--- config.mk ---
export PLATFORM = sky130hd
export DESIGN_NAME = mul_share_arb
export DESIGN_NICKNAME = d
export VERILOG_FILES = /design/src/rtl/mul_share_arb.sv
export SDC_FILE = /design/constraint.sdc
export NUM_CORES = 1
export LEC_CHECK = 0
export BUFFER_PORTS_ARGS = -buffer_cell sky130_fd_sc_hd__buf_2
export CORE_MARGIN = 5
export CORE_UTILIZATION = 51
export DETAILED_ROUTE_END_ITERATION = 7
export PLACE_DENSITY = 0.89
export SYNTH_ARGS = -nofsm -noshare
export SYNTH_HDL_FRONTEND = slang
export SYNTH_SLANG_ARGS = --single-unit
--- constraint.sdc ---
create_clock -name clk -period 3.99 [get_ports clk]
set_input_delay 0.1995 -clock clk [delete_from_list [all_inputs] [get_ports clk]]
set_output_delay 0.1995 -clock clk [all_outputs]
set_load 0.005 [all_outputs]
--- src/rtl/mul_share_arb.sv ---
// Two-requester arbiter around one shared 8x8 unsigned multiplier; MUL_SHARE_CNT_EN adds grant counters.
// Latency: accept in cycle T gives rsp valid in T+2; one product per 3 cycles at best.
// Backpressure: response held stable until the owner's rsp_ready; no new accept until back in IDLE.
module mul_share_arb (
    input  logic        clk,
    input  logic        rst,
    input  logic        req0_valid,
    input  logic [7:0]  req0_a,
    input  logic [7:0]  req0_b,
    output logic        req0_ready,
    output logic        rsp0_valid,
    output logic [15:0] rsp0_y,
    input  logic        rsp0_ready,
    input  logic        req1_valid,
    input  logic [7:0]  req1_a,
    input  logic [7:0]  req1_b,
    output logic        req1_ready,
    output logic        rsp1_valid,
    output logic [15:0] rsp1_y,
    input  logic        rsp1_ready
`ifdef MUL_SHARE_CNT_EN
    ,
    output logic [15:0] gnt0_cnt,
    output logic [15:0] gnt1_cnt
`endif
);

    typedef enum logic [1:0] {
        IDLE = 2'd0,
        MUL  = 2'd1,
        RESP = 2'd2
    } state_t;

    state_t      state;
    state_t      state_nxt;
    logic        rr;
    logic        owner;
    logic [7:0]  a_q;
    logic [7:0]  b_q;
    logic [15:0] result;
    logic [15:0] prod;
    logic        both;
    logic        gnt;
    logic        accept;
    logic        own_rdy;

    assign both    = req0_valid & req1_valid;
    assign gnt     = both ? rr : req1_valid;
    assign accept  = (state == IDLE) && !rst && (req0_valid || req1_valid);
    assign own_rdy = owner ? rsp1_ready : rsp0_ready;

    // Shift-and-add over AND partial products; full 16-bit sum, no truncation.
    always_comb begin
        prod = 16'h0000;
        for (int i = 0; i < 8; i++) begin
            prod = prod + (({8'h00, a_q & {8{b_q[i]}}}) << i);
        end
    end

    always_ff @(posedge clk) begin
        if (rst) begin
            state <= IDLE;
        end else begin
            state <= state_nxt;
        end
    end

    always_comb begin
        state_nxt = IDLE;
        case (state)
            IDLE:    state_nxt = accept ? MUL : IDLE;
            MUL:     state_nxt = RESP;
            RESP:    state_nxt = own_rdy ? IDLE : RESP;
            default: state_nxt = IDLE;
        endcase
    end

    always_comb begin
        req0_ready = 1'b0;
        req1_ready = 1'b0;
        rsp0_valid = 1'b0;
        rsp1_valid = 1'b0;
        rsp0_y     = 16'h0000;
        rsp1_y     = 16'h0000;
        if (!rst) begin
            req0_ready = (state == IDLE) && req0_valid && !gnt;
            req1_ready = (state == IDLE) && req1_valid && gnt;
            rsp0_valid = (state == RESP) && !owner;
            rsp1_valid = (state == RESP) && owner;
            rsp0_y     = result;
            rsp1_y     = result;
        end
    end

    always_ff @(posedge clk) begin
        if (rst) begin
            a_q    <= 8'h00;
            b_q    <= 8'h00;
            owner  <= 1'b0;
            rr     <= 1'b0;
            result <= 16'h0000;
        end else begin
            if (accept) begin
                a_q   <= gnt ? req1_a : req0_a;
                b_q   <= gnt ? req1_b : req0_b;
                owner <= gnt;
                // A lone requester that already holds the pointer keeps it.
                if (both || (gnt != rr)) begin
                    rr <= ~gnt;
                end
            end
            if (state == MUL) begin
                result <= prod;
            end
        end
    end

`ifdef MUL_SHARE_CNT_EN
    always_ff @(posedge clk) begin
        if (rst) begin
            gnt0_cnt <= 16'h0000;
            gnt1_cnt <= 16'h0000;
        end else if (accept) begin
            if (gnt) begin
                gnt1_cnt <= gnt1_cnt + 16'h0001;
            end else begin
                gnt0_cnt <= gnt0_cnt + 16'h0001;
            end
        end
    end
`endif

endmodule
# After elaboration in Yosys (flattened, before gate mapping)
# Index checks and enable logic that the tools add are counted.
dict set report totals {
  register_bits 36
  output_inout_bits 36
  elab_cells 53
}
dict set report op_classes {
  n_addsub 7
  n_eq_ne 3
  n_mux 12
  bitwise_logic 10
  n_reduce_logical 15
}
# operator count
set ops {}
lappend ops {{$and 8x8->8} 8}
lappend ops {{$add 15x15->16} 1}
lappend ops {{$mux 16} 1}
lappend ops {{$mux 8} 2}
lappend ops {{$add 14x14->15} 1}
lappend ops {{$add 13x13->14} 1}
lappend ops {{$add 12x12->13} 1}
lappend ops {{$add 11x11->12} 1}
lappend ops {{$add 10x10->11} 1}
lappend ops {{$add 8x9->10} 1}
lappend ops {{$logic_and 1x1->1} 8}
lappend ops {{$mux 1} 7}
lappend ops {{$pmux 2 s3} 1}
lappend ops {{$logic_not 1->1} 3}
lappend ops {{$eq 2x1->1 const B} 1}
lappend ops {{$eq 2x2->1 const B} 1}
lappend ops {{$logic_not 2->1} 1}
lappend ops {{$logic_or 1x1->1} 2}
lappend ops {{$mux 2} 1}
lappend ops {{$reduce_and 2->1} 1}
lappend ops {{$and 1x1->1} 1}
lappend ops {{$ne 1x1->1} 1}
lappend ops {{$not 1->1} 1}

# Logic depth before layout (Yosys ltp)
# Gate-level depths: netlist of run 1.
dict set report depth {
  ltp_word 8
  depth_mapped 15
  ltp_nobuf 15
}

# Worst setup path before layout of run 1
# OpenSTA, ideal clock, no wires.
dict set report synth_timing {
  path_type {flip-flop to flip-flop}
  start {register a_q[7]}
  end {register result[12]}
  arrival_ns 4.051
  setup_slack_ns -0.179
  stages_incl_launch_ff 15
  n_path_buf 0
  synth_period_minus_slack_ns 4.169
  path_cell_list {dfxtp_1 > and2_1 > fa_1 > inv_1 > fa_1 > inv_1 > fa_1 > inv_1 > fa_1 > inv_1 > ha_1 > a21oi_1 > o21ai_0 > or3_1 > a32o_1}
}
dict set report synth_between {
  elab_chain_cells 8
  word_cells_on_any_way 13
  classes_between {7 x add/sub; 6 x bitwise}
}
# item line_no
set synth_lines {}
lappend synth_lines {{start, declared} 38} ;# logic [7:0] a_q;
lappend synth_lines {{start signal, assigned} 104} ;# a_q <= gnt ? req1_a : req0_a;
lappend synth_lines {{$and 8x8->8} 56} ;# prod = prod + (({8'h00, a_q & {8{b_q[i]}}}) << i);
lappend synth_lines {{$add 8x9->10} 56}
lappend synth_lines {{$add 10x10->11} 56}
lappend synth_lines {{$add 11x11->12} 56}
lappend synth_lines {{$add 12x12->13} 56}
lappend synth_lines {{$add 13x13->14 *} 56}
lappend synth_lines {{$add 14x14->15 *} 56}
lappend synth_lines {{$add 15x15->16 *} 56}
lappend synth_lines {{end signal, assigned} 113} ;# result <= prod;
lappend synth_lines {{end, declared} 40} ;# logic [15:0] result;
# Every way passes the cells marked *; elsewhere a longest branch is shown, timed or not.
# A chain may end at the register's enable or synchronous reset.

# Final worst setup path of run 1
dict set report layout_timing {
  start {register a_q[7]}
  end {register result[13]}
}
dict set report layout_between {
  elab_chain_cells 8
  word_cells_on_any_way 14
  classes_between {7 x add/sub; 7 x bitwise}
}
# item line_no
set layout_lines {}
lappend layout_lines {{$and 8x8->8} 56}
lappend layout_lines {{$add 8x9->10} 56}
lappend layout_lines {{$add 10x10->11} 56}
lappend layout_lines {{$add 11x11->12} 56}
lappend layout_lines {{$add 12x12->13} 56}
lappend layout_lines {{$add 13x13->14} 56}
lappend layout_lines {{$add 14x14->15 *} 56}
lappend layout_lines {{$add 15x15->16 *} 56}
# Marked as above.

==> run summary, run 1 <==
Area Overhead vs Synth: 23.6%
sequential-to-total area share from yosys stat: 20.3%
Rows: 30
Max FO, Critical Path: 4
Clock Tree Root: clkbuf_8
Least-Margin Pin Slew: 1.08 ns
pin count of the biggest net entering global routing: 44
met2 Use GR: 37.0%
PD cells: 260 mW/mm^2
DR vias: 3017
busiest grt layer: met2
CTS tree: built
CTS sink count: 36
Setup WS pre-CTS: -0.248 ns
CP peak stage delay: 0.55 ns
critical path startpoint category: flip-flop
CP Capture Type: flip-flop
grt met1 use: 24.8%
total gr overflow: 0
Yosys warnings: 0
Detail Route Antenna Nets: 0
share of cells above drive strength 1: 32.7%
die width: 93.3 um
synthesized area per cell: 9.25 um^2
clk_lat worst skew: 0.29 ns
clk_skew: 0.00762 ns
worst r2r src: a_q[7]
Worst Hold Class: input pin to flip-flop
Fmax: 0.250 GHz
TritonRoute pass-1 iters: 4
number of enable flip-flop cells after synthesis: 0
HPWL after DPL: 6.66 mm
drt wl/cell: 15.3 um
CTS Hold Buffers Added: 0
die height: 93.3 um
min-delay src: rsp0_ready
first-pass GRT wire length: 14.4 mm
Hold Crit Endpoint: state[1]
met3 Use GR: 3.46%
die area: 0.00871 mm^2
FFs w/ async S/R, synth: 0%
#FFs+latches synth: 36
RSZ-0062 raised after global routing: true
net count after synthesis: 490
CP Class: flip-flop to flip-flop
crit path DAT: 4.20 ns
initial drt markers: 176
Post-Route WL: 8.64 mm
Antenna Cells: 0
Final WS setup: -0.00964 ns
CP max-delay cell: fa_1
clock period minus worst slack: 4.00 ns
fill cell count: 521
leakage: 0.00228 uW
# DRC: 0
R2R setup slack: -0.01 ns
TritonCTS Buffers: 5
CTS Buffer Depth: 2
FF-to-FF path depth: 14
DR vias/cell: 5.35
antenna violations before repair: 0
outcome: complete, but fails checks
failing checks: negative setup slack
CP most frequent cell: fa_1
Max Slew Vio Count: 0
core area: 0.00679 mm^2
post-layout net count: 574
synthesized cell area: 0.00354 mm^2
Tot Pwr: 1140 uW
Synth Flop Type: dfxtp_1
Worst-path clk slew: 0.08 ns
GPL Wtd Cong: 0.989
vias in the first global route: 3150
Worst Hold Depth: 4
H-tree depth: 2
Final period util: 100%
initial cell density of the core: 52.1%
Cells after Synth: 383
Critical Path RT: 4.19 ns
final hold viol count: 0
PortBufs: 73
cell breakdown of the critical path: and2_4 -> fa_1 -> inv_2 -> fa_1 -> inv_2 -> fa_1 -> inv_1 -> fa_1 -> inv_2 -> ha_4 -> a211oi_4 -> o211ai_1 -> and3_1 -> o41ai_2
Max-Cap Viols: 0
Distinct cells, synth: 41
RR Endpoint: result[13]
Total Routing Usage GR: 20.5%
Slew headroom: 28.0%
final setup violation count: 1
Max IR drop VDD: 0.174 mV
IO Pins: 74
==> worst max-delay path by stage <==
stage / startpoint / to / slack, ns / cells after the start
2_1_floorplan: a_q[7] / result[13] / 0.008 / 14
3_5_place_dp: a_q[6] / result[15] / -0.25 / 15
3_3_place_gp: b_q[3] / result[11] / -0.10 / 13
4_1_cts: a_q[7] / result[13] / 0.02 / 15
5_1_grt: b_q[1] / result[13] / -0.17 / 12
6_report: a_q[7] / result[13] / -0.01 / 14
==> state kept, by name, summed over array words and instances, names as in the netlist <==
signal / flops
owner: 1
state: 2
b_q: 8
rr: 1
result: 16
a_q: 8
==> layer usage <==
metal	wire [um]	share of wire [%]	up-vias
met5	0	0	-
met2	4520	52	113
li1	-	-	1425
met3	484	5.6	21
met4	199	2.3	0
met1	3430	40	1458
==> cell families after synthesis <==
logic type,share of synthesized area [%]
and+or+nand+nor,19.7
muxes,5.09
adders and majority gates,32.4
AOI/OAI and AO/OA,11.3
DFF,20.3
buffers and inverters,9.08
xor gates and xnor gates,1.98
==> what timing repair did <==
item,CTS,global route
resized for setup,32,15
setup endpoints to repair,6,6
setup buffers,0,3
pin swaps,17,16
==> where the power goes <==
group          switching, uW  internal, uW  total [uW]
Clock                    146           185         331
Combinational            200           184         383
Sequential              30.9           394         425
==> worst max-delay path, delay by kind of cell (launching register included) <==
family          cells  cell delay, ns
buf+inv             4            0.19
compound gates      3            0.67
flops               1            0.34
fa+ha+maj           5            2.33
simple gates        2            0.37
==> cells in the final DEF, fill, tap and decap left out, types with 2 or more instances in the layout <==
cell type / instances
inv_1: 32
nand3_1: 2
a21oi_4: 4
o21ai_2: 2
a211oi_1: 16
and2_1: 45
nand2_1: 26
dfxtp_1: 24
o21ai_1: 2
nor3_1: 2
inv_2: 3
clkbuf_8: 5
mux2i_1: 18
ha_1: 27
fa_1: 36
nor2b_1: 18
dfxtp_4: 4
and3_1: 2
or3_1: 2
buf_2: 73
dfxtp_2: 8
xor2_1: 3
a22o_1: 2
xnor2_1: 4
o22a_1: 6
o21ai_0: 3
and2_4: 5
o211ai_1: 2
a21oi_1: 10
buf_4: 33
ha_4: 4
fa_2: 2
nor2_1: 22
==> area by class of cell <==
| class | count | area, um^2 | share of cell area [%] |
|---|---|---|---|
| Tap cell | 96 | 120 | 2.74 |
| Multi-Input combinational cell | 283 | 2660 | 60.7 |
| Clock inverter | 3 | 42.5 | 0.972 |
| Clock buffer | 5 | 68.8 | 1.57 |
| Timing Repair Buffer | 106 | 613 | 14.0 |
| Sequential cell | 36 | 746 | 17.0 |
| Inverter | 35 | 131 | 3.00 |
==> per-stage QoR <==
| stage | instance area [um^2] | std cells | hold WS, ns | setup TNS (ns) | utilization, % |
|---|---|---|---|---|---|
| finish | 4380 | 564 | 0.225 | -0.00964 | 64.4 |
| global placement | 4090 | 553 | 0.438 | -0.348 | 60.2 |
| CTS | 4290 | 561 | 0.220 | 0 | 63.2 |
| detailed placement | 4090 | 553 | 0.448 | -0.845 | 60.2 |
| global route | 4380 | 564 | 0.237 | -0.580 | 64.4 |
| floorplan | 3570 | 383 | 0.407 | 0 | - |
==> cell usage after synthesis, types with 2 or more instances <==
library cell | count | area [um^2]
or3_1 | 2 | 12.5
nand3_1 | 2 | 10.0
xnor2_1 | 5 | 43.8
a22o_1 | 2 | 17.5
and3_1 | 2 | 12.5
clkbuf_1 | 3 | 11.3
fa_1 | 38 | 761
nor2_1 | 22 | 82.6
inv_1 | 35 | 131
mux2i_1 | 18 | 180
xor2_1 | 3 | 26.3
buf_4 | 20 | 150
o21ai_0 | 6 | 30.0
a21oi_1 | 15 | 75.1
o22a_1 | 6 | 52.6
nor2b_1 | 18 | 113
nor3_1 | 2 | 10.0
ha_1 | 31 | 388
and2_1 | 50 | 313
a211oi_1 | 17 | 128
nand2_1 | 26 | 97.6
o211ai_1 | 2 | 15.0
dfxtp_1 | 36 | 721
buf_2 | 5 | 25.0
Note: power is estimated with default switching activity, not from simulation.
==> inputs of run 2 (changes only) <==
--- a/config.mk
+++ b/config.mk
@@ -6,10 +6,12 @@
 export NUM_CORES = 1
 export LEC_CHECK = 0
 export BUFFER_PORTS_ARGS = -buffer_cell sky130_fd_sc_hd__buf_2
+export CELL_PAD_IN_SITES_DETAIL_PLACEMENT = 0
+export CELL_PAD_IN_SITES_GLOBAL_PLACEMENT = 1
 export CORE_MARGIN = 5
-export CORE_UTILIZATION = 51
+export CORE_UTILIZATION = 38
 export DETAILED_ROUTE_END_ITERATION = 7
-export PLACE_DENSITY = 0.89
+export PLACE_DENSITY = 0.88
 export SYNTH_ARGS = -nofsm -noshare
 export SYNTH_HDL_FRONTEND = slang
 export SYNTH_SLANG_ARGS = --single-unit
==> run 2 against run 1 <==
Net effect:
- largest power group unchanged
- largest cell class unchanged
- critical path type unchanged
- count of clock-buffer cells in the layout stayed put
- the run now ends clean
- core utilization is 16 points lower
- clock skew up 0.0043 ns
==> run summary, run 2 (synthesis gave the netlist of run 1 again) <==
final hold viol count: 0 (unchanged)
IO Pins: 74 (unchanged)
CTS tree: built
die area: 0.0114 mm^2 (+30%)
design area: 0.00442 mm^2 (+0.89%)
die height: 107 um (+14%)
first-pass GRT wire length: 13.4 mm (-6.5%)
Least-Margin Pin Slew: 1.07 ns (-0.00573 ns)
Fmax: 0.252 GHz (+0.77%)
Largest regs: result (16), a_q (8), b_q (8)
Rows: 35 (+17%)
CP Class: flip-flop to flip-flop
Storage cell area: 747 um^2 (+0.17%)
drt wl/cell: 13.8 um (-9.8%)
HPWL after DPL: 6.50 mm (-2.4%)
Worst Hold Class: input pin to flip-flop
die width: 107 um (+14%)
GPL Wtd Cong: 0.885 (-11%)
WHS: 0.243 ns (+0.0175 ns)
outcome: completed
Post-Place Cells: 569 (+2.9%)
Comb power frac: 35.9% (+2.2 points)
most frequent cells in the layout: 73 x buf_2, 45 x and2_1, 36 x buf_4
fill cell count: 853 (+64%)
P_int: 703 uW (-7.8%)
clk_skew: 0.0119 ns (+0.00428 ns)
vias in the first global route: 2887 (-8.3%)
initial cell density of the core: 38.7% (-13 points)
power share of the clock group: 24.4% (-4.6 points)
DR vias/cell: 4.88 (-8.8%)
DR vias: 2843 (-5.8%)
TritonRoute pass-1 iters: 4 (unchanged)
busiest grt layer: met2
# DRC: 0 (unchanged)
met2 Use GR: 23.9% (-13 points)
post-layout net count: 578 (+0.70%)
PD cells: 241 mW/mm^2 (-7.5%)
clock period minus worst slack: 3.97 ns (-0.0305 ns)
share of cells above drive strength 1: 34.3% (+1.6 points)
crit path DAT: 4.11 ns (-0.09 ns)
Max FO, Critical Path: 6 (+2)
Max IR drop VDD: 0.114 mV (-34%)
Total Routing Usage GR: 14.4% (-6.1 points)
sw frac: 33.9% (+0.83 points)
most flop-heavy register: result
RSZ-0062 raised after global routing: true
pin count of the biggest net entering global routing: 44 (unchanged)
Tot Pwr: 1060 uW (-6.6%)
critical path startpoint category: flip-flop
most common cell after layout, fill and taps aside: buf_2
core area: 0.00915 mm^2 (+35%)
area of placed instances: 0.00412 mm^2 (+0.64%)
CTS Buffer Depth: 2 (unchanged)
Area Overhead vs Synth: 24.7%
leakage: 0.00228 uW (+0.32%)
initial drt markers: 115 (-35%)
total gr overflow: 0 (unchanged)
CP Capture Type: flip-flop
clk_lat worst skew: 0.29 ns (about the same)
multi-input combinational cell area: 0.00267 mm^2 (+0.33%)
sequential power share: 39.7% (+2.4 points)
Critical Path RT: 4.13 ns (-0.06 ns)
Max-Cap Viols: 0 (unchanged)
antenna violations before repair: 0 (unchanged)
Worst-path clk slew: 0.08 ns (about the same)
final setup violation count: 0 (-1)
TritonCTS Buffers: 5 (unchanged)
Max Slew Vio Count: 0 (unchanged)
Post-Route WL: 8.05 mm (-6.8%)
PortBufs: 73 (unchanged)
max FFs per register: 16 (unchanged)
grt met1 use: 19.8% (-5.1 points)
H-tree depth: 2 (unchanged)
fin cells: 583 (+3.4%)
CTS sink count: 36 (unchanged)
Slew headroom: 28.3% (+0.38 points)
met3 Use GR: 3.22% (-0.24 points)
Final period util: 99.5% (-0.76 points)
Antenna Cells: 0 (unchanged)
sw power: 360 uW (-4.3%)
Detail Route Antenna Nets: 0 (unchanged)
Clock Tree Root: clkbuf_8
[run 2: cell count changes in the layout (fill, tap and decap cells not counted), sizes merged]
cell / previous run / this run
clkinv: 1 / 3
buf: 106 / 110
clkinvlp: 1 / 0
bufinv: 1 / 0
[run 2: worst paths after layout]
path	to	cells after the start	slack (ns)	from
worst max-delay path	result[14]	14	0.02	a_q[6]
worst min-delay path	a_q[5]	3	0.24	req1_a[5]
worst max register to register	result[14]	14	0.02	a_q[6]
worst min register to register	result[0]	2	0.45	result[0]
[run 2: layout make-up]
type / instances / area share [%]
clock buffers: 5 / 1.56
multi-input cells: 283 / 60.3
well taps: 111 / 3.14
flip-flops and latches: 36 / 16.9
inverters: 35 / 2.97
clock inverters: 3 / 0.425
repair buffers: 110 / 14.6
[run 2: what timing repair did]
item	in CTS	in global routing
cloned	0	0
pin swaps	11	31
gates resized for setup	23	27
hold buffers	0	0
buffers inserted	2	4
setup endpoints to repair	5	7
endpoints found under the hold margin	0	0
[run 2: stage by stage]
stage,setup slack (ns),utilization [%],setup TNS (ns)
5_1_grt,-0.160,48.3,-0.573
4_1_cts,0.00335,46.8,0
3_3_place_gp,-0.153,45.0,-0.409
6_report,0.0209,48.3,0
2_1_floorplan,0.00801,-,0
3_5_place_dp,-0.138,45.0,-0.515
[run 2: worst max-delay path, cell delays in order (launching register included)]
cell and delay, ns:
dfxtp_4 0.36, buf_4 0.16, and2_4 0.16, fa_1 0.58
fa_2 0.45, fa_1 0.48, inv_1 0.05, fa_1 0.51
inv_2 0.05, ha_4 0.27, nand2_4 0.05, a21o_1 0.18
a211oi_2 0.26, mux2i_1 0.21, a311oi_1 0.05
[run 2: per-layer routing]
metal	routed length, um	up-vias
li1	-	1433
met1	3730	1330
met2	3870	76
met3	422	4
met4	34	0
met5	0	-
[run 2: power by group through the flow]
stage               clock [uW]  combinational, uW  sequential, uW
finish                     260                381             422
global route               285                429             427
CTS                        269                364             422
detailed placement           0                344             429
global placement             0                339             427
floorplan                    0                223             425
==> inputs of run 3 (changes only) <==
--- a/config.mk
+++ b/config.mk
@@ -12,6 +12,8 @@
 export CORE_UTILIZATION = 38
 export DETAILED_ROUTE_END_ITERATION = 7
 export PLACE_DENSITY = 0.88
+export SETUP_SLACK_MARGIN = 0.3
 export SYNTH_ARGS = -nofsm -noshare
 export SYNTH_HDL_FRONTEND = slang
 export SYNTH_SLANG_ARGS = --single-unit
+export TNS_END_PERCENT = 10
==> run 3 against run 2 <==
Net effect:
- sequential share of layout area up 1.2 points
- clock power rose by 12%
- non-clock buffer count shrank 31
- critical endpoint is now result[13]
- critical path depth is 1 higher
- largest cell class unchanged
- clock skew is 0.0094 ns lower
- final area shrank 6.1%
- via count decreased by 2.0%
- count of clock-buffer cells in the layout is 1 higher
==> run summary, run 3 (synthesis gave the netlist of run 1 again) <==
outcome: completed
Max FO, Critical Path: 7 (+1)
CTS Buffer Depth: 2 (unchanged)
Worst path depth: 15 (+1)
WHS: 0.219 ns (-0.0237 ns)
fill cell count: 894 (+4.8%)
cell breakdown of the critical path: and2_4 -> fa_1 -> inv_2 -> fa_1 -> inv_1 -> fa_1 -> inv_1 -> fa_1 -> inv_2 -> ha_4 -> nand2_4 -> o211ai_1 -> buf_4 -> a21oi_2 -> o41ai_2
CP peak stage delay: 0.55 ns (-0.03 ns)
Worst Hold Class: input pin to flip-flop
TritonCTS Buffers: 5 (unchanged)
HPWL after DPL: 6.20 mm (-4.7%)
clk_skew: 0.00253 ns (-0.00937 ns)
Comb power frac: 30.0% (-5.9 points)
GPL Wtd Cong: 0.875 (-1.1%)
CP Capture Type: flip-flop
worst r2r src: a_q[5]
power share of the clock group: 28.0% (+3.6 points)
R2R setup slack: 0.08 ns (+0.06 ns)
most flop-heavy register: result
Least-Margin Pin Slew: 1.05 ns (-0.0293 ns)
area of placed instances: 0.00398 mm^2 (-3.4%)
CTS tree: built
RSZ-0062 raised after global routing: true
Final period util: 98.1% (-1.4 points)
vias in the first global route: 2800 (-3.0%)
PD cells: 250 mW/mm^2 (+4.0%)
pin count of the biggest net entering global routing: 44 (unchanged)
first-pass GRT wire length: 13.2 mm (-1.7%)
critical path startpoint category: flip-flop
CP endpoint: result[13]
RR Endpoint: result[13]
initial drt markers: 161 (+40%)
core area: 0.00915 mm^2 (unchanged)
die height: 107 um (unchanged)
Fmax: 0.256 GHz (+1.4%)
Largest regs: result (16), a_q (8), b_q (8)
PortBufs: 73 (unchanged)
Max IR drop VDD: 0.136 mV (+18%)
Antenna Cells: 0 (unchanged)
antenna violations before repair: 0 (unchanged)
Crit. Startpoint: a_q[5]
Worst-path clk slew: 0.08 ns (about the same)
clk_lat worst skew: 0.30 ns (about the same)
met2 Use GR: 22.7% (-1.2 points)
Critical Path RT: 4.20 ns (+0.07 ns)
final setup violation count: 0 (unchanged)
final hold viol count: 0 (unchanged)
IO Pins: 74 (unchanged)
CP max-delay cell: fa_1
sw power: 356 uW (-1.1%)
die width: 107 um (unchanged)
most common cell after layout, fill and taps aside: buf_2
leakage: 0.00213 uW (-6.7%)
busiest grt layer: met2
Max Slew Vio Count: 0 (unchanged)
FF-to-FF path depth: 15 (+1)
grt met1 use: 20.3% (+0.57 points)
TritonRoute pass-1 iters: 4 (unchanged)
most frequent cells in the layout: 73 x buf_2, 45 x and2_1, 36 x fa_1
Area Overhead vs Synth: 17.1%
CTS sink count: 36 (unchanged)
Total Routing Usage GR: 14.4% (unchanged)
die area: 0.0114 mm^2 (unchanged)
DR vias: 2786 (-2.0%)
Post-Place Cells: 541 (-4.9%)
Final WS setup: 0.0767 ns (+0.0558 ns)
crit path DAT: 4.12 ns (about the same)
H-tree depth: 2 (unchanged)
post-layout net count: 547 (-5.4%)
max FFs per register: 16 (unchanged)
P_int: 682 uW (-3.1%)
multi-input combinational cell area: 0.00262 mm^2 (-1.8%)
drt wl/cell: 14.1 um (+1.9%)
Top delay family on crit path: adder cells
fin cells: 552 (-5.3%)
Rows: 35 (unchanged)
Post-Route WL: 7.77 mm (-3.6%)
Worst Hold Depth: 3 (unchanged)
design area: 0.00415 mm^2 (-6.1%)
Clock Tree Root: clkbuf_8
clock period minus worst slack: 3.91 ns (-0.0558 ns)
WP buf/inv: 5 (+2)
Storage cell area: 753 um^2 (+0.84%)
share of cells above drive strength 1: 28.1% (-6.2 points)
Slew headroom: 30.3% (+2.0 points)
sw frac: 34.3% (+0.46 points)
CP most frequent cell: fa_1
total gr overflow: 0 (unchanged)
met3 Use GR: 2.37% (-0.85 points)
Detail Route Antenna Nets: 0 (unchanged)
sequential power share: 42.0% (+2.3 points)
Max-Cap Viols: 0 (unchanged)
Setup WS pre-CTS: -0.0901 ns (+0.0478 ns)
DR vias/cell: 5.05 (+3.5%)
CTS Hold Buffers Added: 0 (unchanged)
# DRC: 0 (unchanged)
CP Class: flip-flop to flip-flop
initial cell density of the core: 38.7% (unchanged)
## run 3: per-stage QoR
step / utilization [%] / TNS, ns / total power (uW)
global route: 45.3 / -0.203 / 1110
floorplan: - / 0 / 663
detailed placement: 43.4 / -0.159 / 751
finish: 45.3 / 0 / 1040
global placement: 43.4 / 0 / 741
CTS: 45.1 / 0 / 1050
## run 3: final cells by class
| class | instances | share of cell area [%] |
|---|---|---|
| clock inverters | 2 | 0.332 |
| flip-flops and latches | 36 | 18.2 |
| clock buffers | 6 | 1.99 |
| inverters | 35 | 3.17 |
| multi-input cells | 283 | 63.1 |
| well taps | 111 | 3.35 |
| repair buffers | 79 | 9.89 |
## run 3: repair_timing
item                                   4_1_cts  5_1_grt
gates resized for setup                     13        8
buffers inserted                             3        0
endpoints found under the hold margin        0        0
pin swaps                                    7        6
setup endpoints to repair                    7        8
## run 3: worst min path at each step
stage / start / to
2_1_floorplan: rst / result[14]
3_3_place_gp: result[0] / result[0]
3_5_place_dp: result[0] / result[0]
4_1_cts: req1_a[3] / a_q[3]
5_1_grt: rsp0_ready / state[1]
6_report: req1_a[3] / a_q[3]
## run 3: power by group through the flow
stage / logic (uW) / registers (uW) / clock network [uW]
floorplan: 237 / 427 / 0
CTS: 315 / 436 / 297
detailed placement: 307 / 444 / 0
global placement: 299 / 442 / 0
global route: 355 / 443 / 311
finish: 312 / 436 / 290
## run 3: tightest hold or removal path, stage by stage
cell and delay, ns:
buf_2 0.09, mux2i_1 0.11, a211oi_1 0.08
## run 3: layer usage
| metal | part of all wire [%] | wire length, um |
|---|---|---|
| met1 | 46 | 3560 |
| met2 | 47 | 3660 |
| met3 | 5.3 | 414 |
| met4 | 1.6 | 122 |
| met5 | 0 | 0 |
